==> src/rtl/ppu_ctrl_pipeline_if.sv <==
// Fetch-to-decode handshake for the PPU control pipe.
// Fetch drives the instruction; decode returns id_ready.
interface ppu_ctrl_pipeline_if;
    logic        if_valid;
    logic [31:0] if_instr;
    logic        id_ready;

    modport master (
        output if_valid,
        output if_instr,
        input  id_ready
    );

    modport slave (
        input  if_valid,
        input  if_instr,
        output id_ready
    );
endinterface

==> src/rtl/ppu_ctrl_pipeline.sv <==
// PPU control decode plus STAGES-deep control pipe with load-use bubbles.
// Trap-class decode is enabled by defining PPU_CTRL_TRAP_EN.
module ppu_ctrl_pipeline #(
    parameter int STAGES = 3,
    parameter int CW_W   = 18
) (
    input  logic                     clk,
    input  logic                     reset,
    ppu_ctrl_pipeline_if.slave       fe,
    input  logic                     stall_ext,
    input  logic                     flush,
    output logic                     hazard_stall,
    output logic [STAGES*CW_W-1:0]   stg_ctrl,
    output logic [STAGES*5-1:0]      stg_dest,
    output logic [STAGES-1:0]        stg_valid,
    output logic                     illegal,
    output logic                     trap
);

    if (CW_W != 18) begin : g_bad_cw
        $error("ppu_ctrl_pipeline: CW_W must be 18");
    end
    if (STAGES < 2 || STAGES > 4) begin : g_bad_stages
        $error("ppu_ctrl_pipeline: STAGES must be 2..4");
    end

    logic [5:0] op;
    logic [4:0] rs;
    logic [4:0] rt;
    logic [4:0] rd;
    logic [5:0] fn;

    assign op = fe.if_instr[31:26];
    assign rs = fe.if_instr[25:21];
    assign rt = fe.if_instr[20:16];
    assign rd = fe.if_instr[15:11];
    assign fn = fe.if_instr[5:0];

    logic [2:0]      so_sel;
    logic [3:0]      alu_op;
    logic            b_instr;
    logic            load;
    logic            rf_en;
    logic            ta_instr;
    logic [1:0]      mem_size;
    logic            mem_rw;
    logic            mem_se;
    logic            mem_en;
    logic            hi_en;
    logic            lo_en;
    logic [4:0]      dst_raw;
    logic            reads_rt;
    logic            dec_ill;
    logic            dec_trap;
    logic [CW_W-1:0] dec_cw;
    logic [4:0]      dec_dest;

    // Instruction decode into individual control fields
    always_comb begin
        so_sel   = 3'b000;
        alu_op   = 4'b0000;
        b_instr  = 1'b0;
        load     = 1'b0;
        rf_en    = 1'b0;
        ta_instr = 1'b0;
        mem_size = 2'b00;
        mem_rw   = 1'b0;
        mem_se   = 1'b0;
        mem_en   = 1'b0;
        hi_en    = 1'b0;
        lo_en    = 1'b0;
        dst_raw  = 5'd0;
        reads_rt = 1'b0;
        dec_ill  = 1'b0;
        dec_trap = 1'b0;
        if (fe.if_instr != 32'h0) begin
            case (op)
                6'h00: begin
                    dst_raw  = rd;
                    reads_rt = 1'b1;
                    case (fn)
                        6'h00: begin so_sel = 3'b011; alu_op = 4'b1000; rf_en = 1'b1; end
                        6'h02: begin so_sel = 3'b011; alu_op = 4'b1001; rf_en = 1'b1; end
                        6'h03: begin so_sel = 3'b011; alu_op = 4'b1010; rf_en = 1'b1; end
                        6'h08: begin b_instr = 1'b1; reads_rt = 1'b0; end
                        6'h09: begin
                            b_instr  = 1'b1;
                            ta_instr = 1'b1;
                            rf_en    = 1'b1;
                            reads_rt = 1'b0;
                        end
                        6'h10: begin alu_op = 4'b1100; rf_en = 1'b1; reads_rt = 1'b0; end
                        6'h11: begin hi_en = 1'b1; reads_rt = 1'b0; end
                        6'h12: begin alu_op = 4'b1101; rf_en = 1'b1; reads_rt = 1'b0; end
                        6'h13: begin lo_en = 1'b1; reads_rt = 1'b0; end
                        6'h20, 6'h21: rf_en = 1'b1;
                        6'h22, 6'h23: begin alu_op = 4'b0001; rf_en = 1'b1; end
                        6'h24: begin alu_op = 4'b0010; rf_en = 1'b1; end
                        6'h25: begin alu_op = 4'b0011; rf_en = 1'b1; end
                        6'h26: begin alu_op = 4'b0100; rf_en = 1'b1; end
                        6'h27: begin alu_op = 4'b0101; rf_en = 1'b1; end
                        6'h2A: begin alu_op = 4'b0110; rf_en = 1'b1; end
                        6'h2B: begin alu_op = 4'b0111; rf_en = 1'b1; end
`ifdef PPU_CTRL_TRAP_EN
                        6'h30, 6'h31, 6'h32, 6'h33, 6'h34, 6'h36: begin
                            alu_op   = 4'b0001;
                            dec_trap = 1'b1;
                        end
`endif
                        default: dec_ill = 1'b1;
                    endcase
                end
                6'h01: begin
                    case (rt)
                        5'h00, 5'h01: begin b_instr = 1'b1; alu_op = 4'b0001; end
                        5'h10, 5'h11: begin
                            b_instr  = 1'b1;
                            alu_op   = 4'b0001;
                            ta_instr = 1'b1;
                            rf_en    = 1'b1;
                            dst_raw  = 5'd31;
                        end
`ifdef PPU_CTRL_TRAP_EN
                        5'h08, 5'h09, 5'h0A, 5'h0B, 5'h0C, 5'h0E: begin
                            so_sel   = 3'b001;
                            alu_op   = 4'b0001;
                            dec_trap = 1'b1;
                        end
`endif
                        default: dec_ill = 1'b1;
                    endcase
                end
                6'h02: b_instr = 1'b1;
                6'h03: begin
                    b_instr  = 1'b1;
                    ta_instr = 1'b1;
                    rf_en    = 1'b1;
                    dst_raw  = 5'd31;
                end
                6'h04, 6'h05: begin b_instr = 1'b1; alu_op = 4'b0001; reads_rt = 1'b1; end
                6'h06, 6'h07: begin b_instr = 1'b1; alu_op = 4'b0001; end
                6'h08, 6'h09: begin so_sel = 3'b001; rf_en = 1'b1; dst_raw = rt; end
                6'h0A: begin so_sel = 3'b001; alu_op = 4'b0110; rf_en = 1'b1; dst_raw = rt; end
                6'h0B: begin so_sel = 3'b001; alu_op = 4'b0111; rf_en = 1'b1; dst_raw = rt; end
                6'h0C: begin so_sel = 3'b010; alu_op = 4'b0010; rf_en = 1'b1; dst_raw = rt; end
                6'h0D: begin so_sel = 3'b010; alu_op = 4'b0011; rf_en = 1'b1; dst_raw = rt; end
                6'h0E: begin so_sel = 3'b010; alu_op = 4'b0100; rf_en = 1'b1; dst_raw = rt; end
                6'h0F: begin so_sel = 3'b100; alu_op = 4'b1011; rf_en = 1'b1; dst_raw = rt; end
                6'h20, 6'h21, 6'h23, 6'h24, 6'h25: begin
                    so_sel   = 3'b001;
                    load     = 1'b1;
                    rf_en    = 1'b1;
                    mem_en   = 1'b1;
                    dst_raw  = rt;
                    mem_size = (op[1:0] == 2'b11) ? 2'b10 : {1'b0, op[0]};
                    mem_se   = ~op[2] & (op[1:0] != 2'b11);
                end
                6'h28, 6'h29, 6'h2B: begin
                    so_sel   = 3'b001;
                    mem_en   = 1'b1;
                    mem_rw   = 1'b1;
                    reads_rt = 1'b1;
                    mem_size = (op[1:0] == 2'b11) ? 2'b10 : {1'b0, op[0]};
                end
                default: dec_ill = 1'b1;
            endcase
        end
        dec_cw = {so_sel, alu_op, b_instr, load, rf_en, ta_instr,
                  mem_size, mem_rw, mem_se, mem_en, hi_en, lo_en};
        dec_dest = rf_en ? dst_raw : 5'd0;
    end

    logic [CW_W-1:0] ctrl_q  [STAGES];
    logic [4:0]      dest_q  [STAGES];
    logic            valid_q [STAGES];
    logic            illegal_q;
    logic            hz_raw;
    logic            ld0;
    logic            bubble0;

    // Load in stage 0 whose destination feeds the instruction in ID
    always_comb begin
        hz_raw = valid_q[0] & ctrl_q[0][9] & (dest_q[0] != 5'd0) &
                 ((dest_q[0] == rs) | (reads_rt & (dest_q[0] == rt)));
        hazard_stall = hz_raw & ~stall_ext & ~flush;
        fe.id_ready  = flush | (~stall_ext & ~hz_raw);
        ld0     = flush | ~stall_ext;
        bubble0 = flush | hz_raw | ~fe.if_valid;
    end

    // Control pipe registers: stage 0 from decode, stage k from stage k-1
    always_ff @(posedge clk) begin
        if (reset) begin
            for (int k = 0; k < STAGES; k++) begin
                ctrl_q[k]  <= '0;
                dest_q[k]  <= '0;
                valid_q[k] <= 1'b0;
            end
            illegal_q <= 1'b0;
        end else begin
            if (!stall_ext) begin
                for (int k = 1; k < STAGES; k++) begin
                    ctrl_q[k]  <= ctrl_q[k-1];
                    dest_q[k]  <= dest_q[k-1];
                    valid_q[k] <= valid_q[k-1];
                end
            end
            if (ld0) begin
                ctrl_q[0]  <= bubble0 ? '0 : dec_cw;
                dest_q[0]  <= bubble0 ? 5'd0 : dec_dest;
                valid_q[0] <= ~bubble0;
                illegal_q  <= ~bubble0 & dec_ill;
            end
        end
    end

`ifdef PPU_CTRL_TRAP_EN
    logic trap_q;

    // Trap flag follows the same accept/bubble rule as illegal
    always_ff @(posedge clk) begin
        if (reset) begin
            trap_q <= 1'b0;
        end else if (ld0) begin
            trap_q <= ~bubble0 & dec_trap;
        end
    end

    assign trap = trap_q;
`else
    assign trap = 1'b0;
`endif

    assign illegal = illegal_q;

    // Flatten per-stage registers onto the output buses
    always_comb begin
        stg_ctrl  = '0;
        stg_dest  = '0;
        stg_valid = '0;
        for (int k = 0; k < STAGES; k++) begin
            stg_ctrl[k*CW_W +: CW_W] = ctrl_q[k];
            stg_dest[k*5 +: 5]       = dest_q[k];
            stg_valid[k]             = valid_q[k];
        end
    end

endmodule

==> src/flat_wrapper.sv <==
// flat-port wrapper written by rule: the top's interface ports become plain ports
module ppu_ctrl_pipeline_flat 
#(
    parameter int STAGES = 3,
    parameter int CW_W   = 18
)
  (clk, reset, stall_ext, flush, hazard_stall, stg_ctrl, stg_dest, stg_valid, illegal, trap, fe_if_valid, fe_if_instr, fe_id_ready);
  ppu_ctrl_pipeline_if fe_i ();
  input  logic clk;
  input  logic reset;
  input  logic stall_ext;
  input  logic flush;
  output logic hazard_stall;
  output logic [STAGES*CW_W-1:0] stg_ctrl;
  output logic [STAGES*5-1:0] stg_dest;
  output logic [STAGES-1:0] stg_valid;
  output logic illegal;
  output logic trap;
  input wire logic [$bits(fe_i.if_valid)-1:0] fe_if_valid;
  input wire logic [$bits(fe_i.if_instr)-1:0] fe_if_instr;
  output wire logic [$bits(fe_i.id_ready)-1:0] fe_id_ready;
  assign fe_i.if_valid = fe_if_valid;
  assign fe_i.if_instr = fe_if_instr;
  assign fe_id_ready = fe_i.id_ready;
  ppu_ctrl_pipeline #(.STAGES(STAGES), .CW_W(CW_W)) u_core (.clk(clk), .reset(reset), .fe(fe_i), .stall_ext(stall_ext), .flush(flush), .hazard_stall(hazard_stall), .stg_ctrl(stg_ctrl), .stg_dest(stg_dest), .stg_valid(stg_valid), .illegal(illegal), .trap(trap));
endmodule
==> config.mk <==
export PLATFORM = sky130hd
export DESIGN_NAME = ppu_ctrl_pipeline_flat
export DESIGN_NICKNAME = d
export VERILOG_FILES = /design/src/rtl/ppu_ctrl_pipeline_if.sv /design/src/rtl/ppu_ctrl_pipeline.sv /design/src/flat_wrapper.sv
export SDC_FILE = /design/constraint.sdc
export NUM_CORES = 1
export LEC_CHECK = 0
export CAP_MARGIN = 20
export CORE_MARGIN = 1.5
export CORE_UTILIZATION = 40
export DETAILED_ROUTE_END_ITERATION = 10
export GPL_ROUTABILITY_DRIVEN = 0
export GPL_TIMING_DRIVEN = 0
export PLACE_DENSITY = 0.72
export SLEW_MARGIN = 20
export SYNTH_ARGS = -nofsm -noshare
export SYNTH_HDL_FRONTEND = slang
export SYNTH_SLANG_ARGS = --single-unit
==> constraint.sdc <==
create_clock -name clk -period 4.2 [get_ports clk]
set_input_delay 0.42 -clock clk [delete_from_list [all_inputs] [get_ports clk]]
set_output_delay 0.42 -clock clk [all_outputs]
set_load 0.02 [all_outputs]
* Word-level counts from Yosys, hierarchy flattened
Memories as Yosys holds them, arrays and structs flattened. Index checks and enable logic that the tools add are counted.
Storage, ports and cells: bits in registers 1, RAM bits 72, output and inout bits 76, word-level logic and storage cells 170, memories kept 3
Cells by class: eq/ne operators 48, muxes and demuxes 65, bitwise logic cells 29, reduce and logical (&&, ||, !) cells 24
Memories:
- u_core.ctrl_q | depth 3, width 18, rd ports 3, clocked after Yosys merged registers in 0, wr ports 3, RTL line ppu_ctrl_pipeline.sv:173 | logic [CW_W-1:0] ctrl_q [STAGES];
- u_core.dest_q | depth 3, width 5, rd ports 3, clocked after Yosys merged registers in 0, wr ports 3, RTL line ppu_ctrl_pipeline.sv:174 | logic [4:0] dest_q [STAGES];
- u_core.valid_q | depth 3, width 1, rd ports 3, clocked after Yosys merged registers in 0, wr ports 3, RTL line ppu_ctrl_pipeline.sv:175 | logic valid_q [STAGES];
Operator list (number):
- 6-bit == test (second input constant) | 18
- 18-bit two-way mux | 4
- 6-bit by 4-bit == test with 1-bit output (second input constant) | 10
- 4-bit case mux with 12 select lines | 1
- 1-bit two-way mux | 39
- 4-bit case mux with 9 select lines | 1
- 5-bit two-way mux | 7
- 32-bit nonzero test | 1
- 6-bit by 2-bit == test with 1-bit output (second input constant) | 4
- 6-bit by 3-bit == test with 1-bit output (second input constant) | 4
- 6-bit by 5-bit == test with 1-bit output (second input constant) | 4
- 22-bit OR reduction | 1
- 5-bit case mux with 4 select lines | 1
- 19-bit OR reduction | 1
- 16-bit OR reduction | 1
- 1-bit OR | 14
- 14-bit OR reduction | 1
- 13-bit OR reduction | 1
- 6-bit logical NOT | 2
- 1-bit case mux with 3 select lines | 4
- 3-bit case mux with 4 select lines | 1
- 12-bit OR reduction | 1
- 6-bit OR reduction | 2
- 5-bit == test | 2
- 18 further kinds | 41

* Depth between registers and ports, before layout
Gate-level depths: netlist of run 1.
word-level depth 12, gate-level depth with buffers 8, mapped depth without buffers 6

* Least setup slack after synthesis of run 1
OpenSTA, ideal clock, no wires.
kind input -> output, start input port fe_if_instr[27], end output port hazard_stall, arrival 1.888 ns, required time 3.780 ns, setup slack 1.892 ns, cell stages on the path 6, buffers on the path 1, path through buf_2 > nor4_2 > nand2_1 > o22ai_1 > a21oi_4 > nor4_1
On the way: cells in the longest elaborated chain, start to end 9, elaborated cells on any way between the ends 15
RTL lines:
- start: declaration | RTL line flat_wrapper.sv:20 | input wire logic [$bits(fe_i.if_instr)-1:0] fe_if_instr;
- 6-bit by 3-bit == test with 1-bit output / 6-bit == test (equally long branches) | RTL line ppu_ctrl_pipeline.sv:77 | case (op)
- 5-bit OR reduction (no line)
- 1-bit case mux with 2 select lines | RTL line ppu_ctrl_pipeline.sv:77
- 1-bit two-way mux * | RTL line ppu_ctrl_pipeline.sv:76 | if (fe.if_instr != 32'h0) begin
- 1-bit bitwise AND * | RTL line ppu_ctrl_pipeline.sv:184 | ((dest_q[0] == rs) | (reads_rt & (dest_q[0] == rt)));
- 1-bit OR * | RTL line ppu_ctrl_pipeline.sv:184
- 1-bit bitwise AND * | RTL line ppu_ctrl_pipeline.sv:183 | hz_raw = valid_q[0] & ctrl_q[0][9] & (dest_q[0] != 5'd0) &
- 1-bit bitwise AND * (2 in a row) | RTL line ppu_ctrl_pipeline.sv:185 | hazard_stall = hz_raw & ~stall_ext & ~flush;
- end: declaration | RTL line flat_wrapper.sv:13 | output logic hazard_stall;
Mark *: on every way between the ends. The rest lies on a longest branch, timed or not.

* Worst setup path after layout of run 1
start input port fe_if_instr[3], end output port fe_id_ready
On the way: cells in the longest elaborated chain, start to end 11, elaborated cells on any way between the ends 17
RTL lines:
- 6-bit by 4-bit == test with 1-bit output / 6-bit by 5-bit == test with 1-bit output (equally long branches) | RTL line ppu_ctrl_pipeline.sv:81 | case (fn)
- 6-bit OR reduction (no line)
- 1-bit two-way mux | RTL line ppu_ctrl_pipeline.sv:81
- 1-bit case mux with 2 select lines | RTL line ppu_ctrl_pipeline.sv:77
- 1-bit two-way mux * | RTL line ppu_ctrl_pipeline.sv:76
- 1-bit bitwise AND * | RTL line ppu_ctrl_pipeline.sv:184
- 1-bit OR * | RTL line ppu_ctrl_pipeline.sv:184
- 1-bit bitwise AND * | RTL line ppu_ctrl_pipeline.sv:183
- 1-bit NOT * | RTL line ppu_ctrl_pipeline.sv:186 | fe.id_ready = flush | (~stall_ext & ~hz_raw);
- 1-bit bitwise AND * | RTL line ppu_ctrl_pipeline.sv:186
- 1-bit OR * | RTL line ppu_ctrl_pipeline.sv:186
- end: declaration | RTL line flat_wrapper.sv:21 | output wire logic [$bits(fe_i.id_ready)-1:0] fe_id_ready;
Marked as above.

==> flow_summary.ini, run 1 <==
[finish]
nets = 460
area_growth_pct = 40.0
final_area_um2 = 5130
n_antenna_cell = 0
final_core_util_pct = 58.3
nFillCells = 721
drive_gt1_share_pct = 12.9
layout.cells.non_filler = 536

[sta]
fin_tns_setup_ps = 0
setup_viol = 0
maxSlewViolCount = 0
maxSlewHeadroom_pct = 53.1
min_period_ps = 3260
worst_pin_slew_ps = 704
fin_skew_ps = 13.0
min_period_over_period_pct = 77.6
hold_viol_final = 0
grt_setup_unrepaired = false
finalWorstSetupSlack_ps = 940
holdWs_ps = 485
fmax_ghz = 0.307

[detailed_routing]
drc_errors = 9
viasPerCell = 5.23
firstDrtPassIters = 7
drt_wl_total_um = 8320
vias = 2803
routedWlPerCell_um = 15.5
postRouteAntennaNets = 0
drt_iter0_markers = 144

[clocking]
cts_tree = done
clockBufferDepth = 2
cts_max_level = 3
clock-sinks = 73
cts_root_buf = clkbuf_8
cts_resized = 0
numCtsBuffers = 9
cts_setup_buffers = 0
hold_buffers = 0
path_clk_slew_ps = 70
clk_latency_ps = 330

[setup_path]
critical-path-max-stage-delay_ps = 640
worstSetupStartpointType = primary input
path_class = in2out
arrival_ps = 2840
cp_top_family = buffers and inverters
crit_required_ps = 3780
cpMaxStageDelayCell = clkdlybuf4s50_1
cp-end-kind = output pin
crit_fanout = 6
crit_top_cell = clkdlybuf4s50_1
cp_cell_sequence = clkdlybuf4s50_1 -> or3b_1 -> a21boi_1 -> o22ai_1 -> a21oi_4 -> nor2_1 -> o21ai_0 -> clkdlybuf4s50_1
crit_buf_inv = 2

[floorplanning]
fp-row-count = 34
die_h_um = 98.8
pin_count = 113
dieArea_um2 = 9750
coreArea_um2 = 8810
start_util_pct = 41.6
dieWidth_um = 98.8

[logic_synthesis]
syn_inst = 302
synth_edf_count = 72
synthFlopType = edfxtp_1
synthArstFlopShare_pct = 0
synth_area_um2 = 3670
synthDistinctLibCells = 56
ys_seq_elements = 73
avgSynthCellArea_um2 = 12.1
syn-num-nets = 339
yosysSeqAreaShare_pct = 59.5
ys_warn_count = 0

[pwr]
peakVddDrop_uv = 139
power.total_mw = 1.72
power_density_nw_per_um2 = 335
p_leak_nw = 1.84

[global_routing]
grt_max_degree = 28
antenna_found_initial = 0
grt_overflow = 0
grt.total_usage_pct = 17.5
grt_pass1_vias = 2579
grt_pass1_wl_um = 13400

[outcome]
outcome = finished with violations
violations = design-rule violations

[placement]
portBuffers = 108
post-place-ws_ps = 964
place_area_um2 = 4910
dp.cells = 519
dp.final_hpwl_um = 6450

[hold_path]
holdCritPathClass = reg2reg

[run]
max_cap_violations = 0
cells in the final DEF, fill, tap and decap left out, types with 2 or more instances in the layout:
cell type	n
a221oi_1	5
nand4_1	3
nand2b_2	2
edfxtp_1	72
nand3_1	8
nor3_1	5
a21oi_1	11
clkdlybuf4s50_1	108
xnor2_1	7
or2_2	3
clkbuf_1	7
inv_1	7
a31oi_1	4
xor2_1	5
clkinv_1	3
nor4_1	11
a32oi_1	2
nor3_2	10
o22ai_1	6
o21ai_0	3
and2_1	49
buf_2	11
nor2b_1	5
clkbuf_8	9
nor2_1	15
nand2_1	11
a21boi_1	2
buf_6	3
nand2b_1	7
bufinv_16	2
final timing paths:
kind,to,cells past startpoint,startpoint,slack (ps)
setup reg to reg,u_core.ctrl_q[0][10],7,u_core.dest_q[0][2],2140
hold / removal,u_core.illegal,2,u_core.illegal,480
hold reg to reg,u_core.illegal,2,u_core.illegal,480
setup / recovery,fe_id_ready,8,fe_if_instr[3],940
area by class of cell:
type / instances / area, um^2 / share of cell area, %
buffer: 20 / 108 / 2.10
multi-input combinational: 201 / 1350 / 26.3
clock buffer: 10 / 128 / 2.49
clock inverter: 6 / 81.3 / 1.58
inverter: 8 / 30.0 / 0.585
sequential: 73 / 2180 / 42.5
tap: 108 / 135 / 2.63
timing repair buffer: 110 / 1120 / 21.8
layer usage:
layer | GRT usage (%) | up-vias | part of all wire [%]
met5 | 0 | - | 0
met4 | 5.16 | 0 | 1.2
met3 | 3.26 | 9 | 6.8
met2 | 28.9 | 137 | 50
met1 | 23.6 | 1297 | 42
li1 | - | 1360 | -
flip-flops by register name, indices dropped and copies added (netlist names):
signal / flops
u_core.dest_q: 15
u_core.valid_q: 3
u_core.illegal: 1
u_core.ctrl_q: 54
cells by family (layout without fill, tap and decap cells):
group                     after synthesis  in the layout  synth area share, %
AOI/OAI and AO/OA                      45             45                 9.01
and+or+nand+nor                       141            141                 24.2
other                                   1              1                0.102
muxes                                   2              2                0.580
buffers and inverters                  28            154                 3.75
DFF                                    73             73                 59.5
xor gates and xnor gates               12             12                 2.87
cells in the mapped netlist (2+ instances only):
master	number	area, um^2
nor2b_1	5	31.3
o21ai_0	3	15.0
nand2b_1	8	50.1
nor4_1	11	68.8
or2_2	3	18.8
nand4_1	3	18.8
xnor2_1	7	61.3
edfxtp_1	72	2160
a21oi_1	11	55.1
a21boi_1	2	15.0
nor2_1	15	56.3
buf_2	11	55.1
xor2_1	5	43.8
a31oi_1	4	25.0
and2_1	49	307
clkbuf_1	6	22.5
buf_6	2	22.5
a221oi_1	5	43.8
nor3_2	10	100
nand2_1	11	41.3
nor3_1	5	25.0
inv_1	7	26.3
nand3_1	8	40.0
o22ai_1	6	37.5
a32oi_1	2	17.5
worst min-delay path, stage by stage (launching register included):
cell	delay [ps]
dfxtp_1	310
inv_1	40
o22ai_1	80
where the power goes:
group	switching (mW)	total [mW]	leakage (nW)	internal (mW)
clock network	0.246	0.578	0.106	0.332
registers	0.0168	0.855	0.820	0.839
logic	0.151	0.285	0.917	0.133
total	0.414	1.72	1.84	1.30
Note: power is estimated with default switching activity, not from simulation.
==> run 2, diff against run 1 <==
--- a/config.mk
+++ b/config.mk
@@ -11,7 +11,7 @@
 export DETAILED_ROUTE_END_ITERATION = 10
 export GPL_ROUTABILITY_DRIVEN = 0
 export GPL_TIMING_DRIVEN = 0
-export PLACE_DENSITY = 0.72
+export PLACE_DENSITY = 0.75
 export SLEW_MARGIN = 20
 export SYNTH_ARGS = -nofsm -noshare
 export SYNTH_HDL_FRONTEND = slang
==> constraint.sdc (replaced) <==
create_clock -name clk -period 2.7 [get_ports clk]
set_input_delay 0.27 -clock clk [delete_from_list [all_inputs] [get_ports clk]]
set_output_delay 0.27 -clock clk [all_outputs]
set_load 0.02 [all_outputs]
==> run 2 against run 1 <==
  * The run still ends with design-rule violations left
  * Core utilization grew 0.36 points
  * Sequential share of layout area shrank 0.26 points
  * Sequential cell count is the same
  * Worst hold slack lost 120 ps
  * Non-clock buffer count is the same
  * Power grew 63%
  * Clock power grew 78%
  * Wire length grew 2.2%
  * Largest cell class unchanged
==> flow_summary.ini, run 2 (synthesis gave the netlist of run 1 again) <==
[outcome]
outcome = finished with violations
violations = design-rule violations

[finish]
nFillCells = 723
layout.cells.non_filler = 536
final_common_cell = clkdlybuf4s50_1
regMostFlops = u_core.ctrl_q
largest_register_ffs = 54
area_growth_pct = 40.8
top_regs = u_core.ctrl_q x54, u_core.dest_q x15, u_core.valid_q x3
nets = 460
layout_common_cells = 106 x clkdlybuf4s50_1, 72 x edfxtp_1, 49 x and2_1
final_core_util_pct = 58.7
n_antenna_cell = 0
final_area_um2 = 5160
drive_gt1_share_pct = 13.8

[pwr]
power.total_mw = 2.80
p_switching_mw = 0.668
p_leak_nw = 1.86
p_int_mw = 2.13
power_density_nw_per_um2 = 542
power_frac_clock_pct = 36.6
peakVddDrop_uv = 307
p_seq_share_pct = 47.5
comb_power_share_pct = 15.8
switching_share_pct = 23.9

[setup_path]
arrival_ps = 2230
crit_required_ps = 2430
r2r-end = u_core.dest_q[0][2]
rr_worst_depth = 7
path_class = in2out
crit_fanout = 10
r2r_start = u_core.dest_q[0][4]
worstSetupStartpointType = primary input
reg2reg_slack_ps = 600
cp-end-kind = output pin

[placement]
dp.cells = 519
place_area_um2 = 4910
portBuffers = 108
post-place-ws_ps = -230
dp.final_hpwl_um = 6500

[clocking]
cts_root_buf = clkbuf_8
path_clk_slew_ps = 80
cts_max_level = 3
clk_latency_ps = 330
cts_tree = done
numCtsBuffers = 9
clockBufferDepth = 2
clock-sinks = 73
cts_setup_buffers = 0

[global_routing]
grt.total_usage_pct = 17.9
grt_pass1_wl_um = 13700
grt_overflow = 0
grt_pass1_vias = 2766
grt_max_degree = 28
antenna_found_initial = 0

[sta]
min_period_ps = 2500
finalWorstSetupSlack_ps = 199
maxSlewHeadroom_pct = 53.6
holdWs_ps = 367
fmax_ghz = 0.400
hold_viol_final = 0
setup_viol = 0
min_period_over_period_pct = 92.6
fin_tns_setup_ps = 0
fin_skew_ps = 12.8
worst_pin_slew_ps = 695
maxSlewViolCount = 0
grt_setup_unrepaired = false

[floorplanning]
pin_count = 113
coreArea_um2 = 8810
start_util_pct = 41.6
die_h_um = 98.8
dieArea_um2 = 9750
fp-row-count = 34
dieWidth_um = 98.8

[hold_path]
min_path_cells = 3
hold_start = fe_if_instr[0]
holdPathEnd = u_core.ctrl_q[0][0]
holdCritPathClass = in2reg

[detailed_routing]
drt_wl_total_um = 8500
firstDrtPassIters = 8
postRouteAntennaNets = 0
drc_errors = 10
vias = 2823
viasPerCell = 5.27
routedWlPerCell_um = 15.9
drt_iter0_markers = 178

[run]
max_cap_violations = 0
[run 2: critical path: stages]
cell and delay, ps:
clkdlybuf4s50_1 490, buf_2 220, nor4b_1 240, a31oi_1 90, o22ai_2 220, a21oi_4 100, nor4_1 230, dlygate4sd2_1 370
[run 2: layer usage]
| metal | GRT usage (%) | routed length, um |
|---|---|---|
| met1 | 22.0 | 3500 |
| met3 | 4.04 | 611 |
| met4 | 6.37 | 129 |
| met5 | 0 | 0 |
| met2 | 31.1 | 4260 |
[run 2: power groups by stage]
| stage | combinational (mW) | sequential (mW) | clock, mW |
|---|---|---|---|
| floorplan | 0.145 | 1.43 | 0 |
| finish | 0.443 | 1.33 | 1.03 |
| detailed placement | 0.440 | 1.36 | 0 |
| global placement | 0.427 | 1.36 | 0 |
| global route | 0.470 | 1.34 | 1.08 |
| CTS | 0.441 | 1.33 | 1.04 |
[run 2: worst max-delay path by stage]
stage	end	startpoint	slack, ps
final	hazard_stall	fe_if_instr[28]	200
after global routing	fe_id_ready	fe_if_instr[3]	70
after CTS	fe_id_ready	fe_if_instr[3]	60
after detailed placement	fe_id_ready	fe_if_instr[3]	-230
after global placement	fe_id_ready	fe_if_instr[3]	-210
after floorplan	hazard_stall	u_core.dest_q[0][4]	580
[run 2: layout make-up]
class                           instances  area, um^2  share of cell area, %
Sequential cell                        73        2180                   42.2
Multi-Input combinational cell        201        1360                   26.3
Timing Repair Buffer                  110        1110                   21.6
Tap cell                              108         135                   2.62
Clock buffer                           10         128                   2.47
Clock inverter                          6         113                   2.18
Buffer                                 20         108                   2.08
Inverter                                8        30.0                  0.581
[run 2: timing repair]
item / in CTS / in global routing
gates resized for setup: 2 / 4
hold buffers: 0 / 0
endpoints found under the setup margin: 2 / 2
gates cloned: 0 / 0
